**src/rtl/bs_drvr_fifo.sv**
```systemverilog
// bs_drvr_fifo: per-driver packet FIFO between a device port and the bus generator.
// The device side writes packets with push/Din. The bus side sees a first-word-fall-through
// head on D_pop and removes it with pop. The block also reports occupancy, almost-full, and
// sticky overflow/underflow flags for debug.
module bs_drvr_fifo #(
    parameter int PCKG_SZ = 128,
    parameter int DEPTH   = 8,
    parameter int AF_LVL  = 6
) (
    input  logic                       clk,
    input  logic                       reset,
    input  logic                       push,
    input  logic [PCKG_SZ-1:0]         Din,
    input  logic                       pop,
    output logic [PCKG_SZ-1:0]         D_pop,
    output logic                       pndng,
    output logic                       full,
    output logic                       almost_full,
    output logic [$clog2(DEPTH):0]     count,
    output logic                       overflow,
    output logic                       underflow
);

    localparam int AW = $clog2(DEPTH);
    localparam int CW = AW + 1;
    localparam logic [CW-1:0] DEPTH_C = CW'(DEPTH);
    localparam logic [CW-1:0] AF_C    = CW'(AF_LVL);

    logic [PCKG_SZ-1:0] mem [DEPTH];
    logic [AW-1:0]      wr_ptr;
    logic [AW-1:0]      rd_ptr;
    logic               wr_en;
    logic               rd_en;

    // Occupancy flags depend only on count.
    always_comb begin
        pndng       = (count != '0);
        full        = (count == DEPTH_C);
        almost_full = (count >= AF_C);
    end

    // Accept rules: a pop in the same cycle frees the slot of a full FIFO.
    always_comb begin
        wr_en = push & (~full | pop);
        rd_en = pop & pndng;
    end

    // Head packet, forced to zero while empty so stale memory never appears.
    always_comb begin
        D_pop = '0;
        if (pndng) begin
            D_pop = mem[rd_ptr];
        end
    end

    // Packet storage. It has no reset because contents are don't-care until written.
    always_ff @(posedge clk) begin
        if (wr_en) begin
            mem[wr_ptr] <= Din;
        end
    end

    // Pointers, occupancy count, and sticky error flags.
    always_ff @(posedge clk or posedge reset) begin
        if (reset) begin
            wr_ptr    <= '0;
            rd_ptr    <= '0;
            count     <= '0;
            overflow  <= 1'b0;
            underflow <= 1'b0;
        end else begin
            if (wr_en) begin
                wr_ptr <= wr_ptr + 1'b1;
            end
            if (rd_en) begin
                rd_ptr <= rd_ptr + 1'b1;
            end
            case ({wr_en, rd_en})
                2'b10:   count <= count + 1'b1;
                2'b01:   count <= count - 1'b1;
                default: count <= count;
            endcase
            if (push & full & ~pop) begin
                overflow <= 1'b1;
            end
            if (pop & ~pndng) begin
                underflow <= 1'b1;
            end
        end
    end

endmodule

```
**config.mk**
```make
export PLATFORM = sky130hd
export DESIGN_NAME = bs_drvr_fifo
export DESIGN_NICKNAME = d
export VERILOG_FILES = /design/src/rtl/bs_drvr_fifo.sv
export SDC_FILE = /design/constraint.sdc
export NUM_CORES = 1
export LEC_CHECK = 0
export ABC_AREA = 1
export ABC_CLOCK_PERIOD_IN_PS = 6570
export BUFFER_PORTS_ARGS = -buffer_cell sky130_fd_sc_hd__buf_2
export CORE_UTILIZATION = 40
export DETAILED_ROUTE_END_ITERATION = 8
export PLACE_DENSITY = 0.68
export SLEW_MARGIN = 20
export SYNTH_ARGS = -nofsm -noshare
export SYNTH_HDL_FRONTEND = slang
export SYNTH_SLANG_ARGS = --single-unit
```
**constraint.sdc**
```tcl
create_clock -name clk -period 6.57 [get_ports clk]
set_clock_uncertainty 0.05 [all_clocks]
set_input_delay 0 -clock clk [delete_from_list [all_inputs] [get_ports clk]]
set_output_delay 0 -clock clk [all_outputs]
set_load 0.01 [all_outputs]
```
# Word-level counts from Yosys, hierarchy flattened

Memories as Yosys holds them, arrays and structs flattened.
Index checks and enable logic that the tools add are counted.

Bits in registers: 12
Bits in writable memories: 1024
Input port bits: 132
Output and inout port bits: 137
Word-level logic and storage cells: 29
Memories kept: 1

Add/subtract/negate cells: 4
$lt $le $gt $ge: 1
Equal/unequal tests: 3
Muxes and demuxes: 4
Bitwise logic cells: 9
Reduce and logical (&&, ||, !) cells: 2

Memories:

| name | depth | width | rd ports | clocked after memory_dff | wr ports | line | text |
|---|---|---|---|---|---|---|---|
| mem  | 8     | 128   | 1        | 0                        | 1        | 29   | `logic [PCKG_SZ-1:0] mem [DEPTH];` |

Operator list:

| operator              | number |
|---|---|
| $mux W128             | 1 |
| $pmux W4 S2           | 1 |
| $add A3 B1 Y3 const B | 2 |
| $and A1 B1 Y1         | 5 |
| $add A4 B1 Y4 const B | 1 |
| $eq A4 B4 Y1 const B  | 1 |
| $ge A4 B3 Y1 const B  | 1 |
| $reduce_bool A4 Y1    | 1 |
| $sub A4 B1 Y4 const B | 1 |
| $not A1 Y1            | 3 |
| $eq A2 B1 Y1 const B  | 1 |
| $eq A2 B2 Y1 const B  | 1 |
| $mux W1               | 2 |
| $reduce_bool A2 Y1    | 1 |
| $or A1 B1 Y1          | 1 |

# Depth between registers and ports, before layout

Depth in word-level cells: 6
Depth in mapped cells: 13

# Worst setup path after synthesis

Ideal clock, no wire load.

Path kind: register to register
From: register count[2]
To: memory mem[0][0], enable pin
Setup time: 0.617 ns
Arrival: 6.383 ns
Setup slack: -0.480 ns
Stages on the path, launching flop included: 6
Path buffers: 0
Cells stage by stage: dfrtp_1 inv_1 nand4_1 nand2_1 or2_2 nor2_1

Word-level cells in the longest chain between the ends: 6

RTL lines:

| what                          | line | text |
|---|---|---|
| from (decl)                   | 19   | `output logic [$clog2(DEPTH):0] count,` |
| from (signal assigned)        | 79   | `2'b10: count <= count + 1'b1;` |
| from (signal assigned)        | 80   | `2'b01: count <= count - 1'b1;` |
| from (signal assigned)        | 81   | `default: count <= count;` |
| $eq A4 B4 Y1                  | 38   | `full = (count == DEPTH_C);` |
| $not A1 Y1                    | 44   | `wr_en = push & (~full \| pop);` |
| $or A1 B1 Y1                  | 44   |  |
| $and A1 B1 Y1                 | 44   |  |
| $mux W1                       | 58   | `if (wr_en) begin` |
| $mux W1 (not written as such) | 59   | `mem[wr_ptr] <= Din;` |
| to (decl)                     | 29   |  |

No other way between the ends.

# Final worst setup path

From: register rd_ptr[1]
To: output port D_pop[51]

Word-level cells in the longest chain between the ends: 2

RTL lines:

| what                   | line | text |
|---|---|---|
| from (decl)            | 31   | `logic [AW-1:0] rd_ptr;` |
| from (signal assigned) | 76   | `rd_ptr <= rd_ptr + 1'b1;` |
| $mem_v2 Z8 W128        | --   |  |
| $mux W128              | 51   | `if (pndng) begin` |
| to (decl)              | 15   | `output logic [PCKG_SZ-1:0] D_pop,` |

No other way between the ends.

==> impl_metrics.toml <==
[global_route]
grt_pass1_wl_um = 141000
grt_max_degree = 224
grt_pass1_vias = 24800
overflow = 0
grt_usage_pct = 17.7
antenna_found_initial = 13

[placed_design]
hpwl_um = 44700
port-buffer-count = 268
globalplace.congestion = 0.726
placed_cells = 4564
placed_cell_area_sq_um = 43100
place_ws_ns = 3.04

[clocking]
root_buffer = "clkbuf_16"
cts.path.max_buffers = 3
numClockSinks = 1036
htreeDepth = 3
clkSlewWorstSetupHoldPaths_ns = 0.06
cts_made_buffers = 103
post_cts_resized = 0
cts_tree = "done"
clk-insertion-delay-late_ns = 0.65

[sta]
whs_ns = 0.0867
setup_viol_count_final = 0
period_share_pct = 63.8
fmax_mhz = 238
fin_tns_setup_ns = 0
drv_slew = 0
layout_setup_ws_ns = 2.38
relSlewSlack_pct = 22.9
hold_viol = 0
worstMarginPinSlew_ns = 1.16
period_minus_slack_ns = 4.19
rsz0062_at_grt = "false"

[power_and_ir_drop]
p_leak_nw = 16.3
p_per_area_nw_per_um2 = 449
ir_drop_mv = 0.363
power_mw = 21.4

[route]
drt_pass1_iterations = 5
drt-initial-drc-count = 2006
vias = 25600
wirelength_um = 92400
wl_per_cell_um = 18.9
drc = 0
viasPerCell = 5.22
ant_nets = 0

[run]
max_cap_violations = 0

[synthesis]
synth_compound_gate_area_share_pct = 10.8
ys_async_sr_fraction_pct = 1.16
synthTopCellsByCount = "edfxtp_1, nor2_1, o21ai_0, nand2_1"
ys_seq_area_share_pct = 76.4
synthSimpleGateAreaFrac_pct = 9.90
yosysMostFrequentCell = "edfxtp_1"
syn-num-nets = 3257
synth_flop_cell = "edfxtp_1"
synthCells = 3120
synth_area_leader_cell = "edfxtp_1"
synthTopCellsByArea = "edfxtp_1, nor2_1, o21ai_0"
synth_fa_ha_area_share_pct = 0.154
yosys_warnings = 0
syn_area_sq_um = 40600
yosys.area.top_type_share_pct = 75.7
ys_types = 27
synth_edf_count = 1024
synth_top_family_by_area = "compound AO/OA/AOI/OAI gates"
synth_seq_cells = 1036
synth-xor-area-share_pct = 0.108
muxShareOfSynthArea_pct = 0
avgSynthCellArea_sq_um = 13.0

[floorplanning]
die-area_sq_um = 103000
start_util_pct = 40.5
die_x_um = 321
die_h_um = 321
row_count = 116
fp.coreArea_sq_um = 100000
io-pin-count = 269

[worst_setup_path]
rrSetupSlack_ns = 3.36
critical-path-top-delay-family = "buffers and inverters"
cp_cell_sequence = "buf_4 > buf_4 > o21ai_0 > o211ai_1 > nand2_1 > nor2_1 > buf_2"
rr_endpoint = "mem[2][72]"
max_stage_delay_ns = 0.88
crit_end = "D_pop[51]"
arrival_ns = 4.14
crit_cells = 7
rr_startpoint = "count[2]"
startpoint = "rd_ptr[1]"
cpMostUsedCell = "buf_4"
cp_num_buf_inv = 3
startpoint_type = "flop"
slowest_stage = "dfrtp_4"
worstSetupPathType = "reg -> out"
worstPathRequired_ns = 6.52
worstPathMaxFanout = 89
reg2regPathDepth = 6
endpoint_kind = "primary output"

[finish]
stdcell_count = 4895
area_delta_synth_final_pct = 17.4
fillerInstances = 8705
post-route-util_pct = 47.5
nNetsFinal = 3582
layout-drive-gt1-share_pct = 12.9
finish.instance_area_sq_um = 47700

[hold_path]
hold_path_class = "in -> reg"

[outcome]
status = "completed"
## registers in the layout, indices dropped and copies added (netlist names)
| signal | flops |
|---|---|
| mem | 1024 |
| rd_ptr | 3 |
| underflow | 1 |
| wr_ptr | 3 |
| overflow | 1 |
| count | 4 |
## cell families after synthesis
kind of cell / count (synthesis)
adders and majority gates: 5
AOI/OAI and AO/OA: 777
DFF: 1036
xor gates and xnor gates: 5
and+or+nand+nor: 1068
buffers and inverters: 229
## per-layer routing
metal / global-route usage, % / wire [um] / share of wire [%]
met4: 5.14 / 2140 / 2.3
met3: 3.57 / 5550 / 6.0
met2: 30.2 / 45400 / 49
met1: 22.8 / 39200 / 42
met5: 0 / 52 / 0.056
## worst reg2reg max path, stage by stage, from the launching register on
cell	delay, ns
dfrtp_1	0.42
inv_1	0.14
nand4_1	0.11
nand2_1	0.15
or2_2	0.43
nor2_4	0.75
buf_4	0.71
## worst min path at each step
stage / cells past startpoint / start / slack [ns] / endpoint
after floorplan: 1 / reset / -0.19 / count[0]
after global placement: 2 / reset / -0.01 / count[1]
after detailed placement: 2 / reset / -0.01 / overflow
after CTS: 2 / Din[75] / 0.02 / mem[6][75]
after global routing: 2 / Din[75] / 0.05 / mem[7][75]
final: 2 / Din[24] / 0.09 / mem[7][24]
## power breakdown
| group | switching (mW) | internal [mW] | total [mW] | leakage (nW) |
|---|---|---|---|---|
| Sequential | 0.355 | 8.15 | 8.50 | 9.44 |
| Clock | 2.37 | 3.25 | 5.61 | 1.57 |
| Combinational | 5.03 | 2.28 | 7.30 | 5.26 |
## final cells by class
type | count | area, sq um | area share (%)
diodes | 9 | 22.5 | 0.0472
clock buffers | 139 | 2800 | 5.86
flip-flops and latches | 1036 | 31100 | 65.1
well taps | 1357 | 1700 | 3.56
clock inverters | 50 | 434 | 0.910
repair buffers | 433 | 3050 | 6.39
inverters | 16 | 70.1 | 0.147
multi-input cells | 1855 | 8580 | 18.0
## placed cells by master (no fill, tap or decap), types with 3 or more instances in the layout
cell type / netlist / layout
diode_2: 0 / 9
inv_1: 14 / 14
o21ai_1: 46 / 46
nor2_4: 0 / 8
dfrtp_4: 0 / 3
dfrtp_1: 12 / 9
nor2_1: 910 / 902
buf_4: 14 / 21
ha_1: 5 / 5
clkinv_2: 0 / 15
bufinv_16: 0 / 7
buf_2: 54 / 268
buf_12: 0 / 11
edfxtp_1: 1024 / 1024
nand3_1: 4 / 3
clkinv_1: 0 / 20
clkinvlp_4: 0 / 3
nand2_1: 151 / 151
clkbuf_16: 0 / 106
o211ai_1: 128 / 128
clkbuf_1: 106 / 31
dlygate4sd3_1: 0 / 133
xnor2_1: 3 / 3
o22ai_1: 128 / 128
o21ai_0: 471 / 471
## repair_timing
action | CTS | global route
setup endpoints to repair | 0 | 0
hold buffers | 133 | 0
buffers inserted | 0 | 0
endpoints found under the hold margin | 1046 | 0
Note: power is estimated with default switching activity, not from simulation.
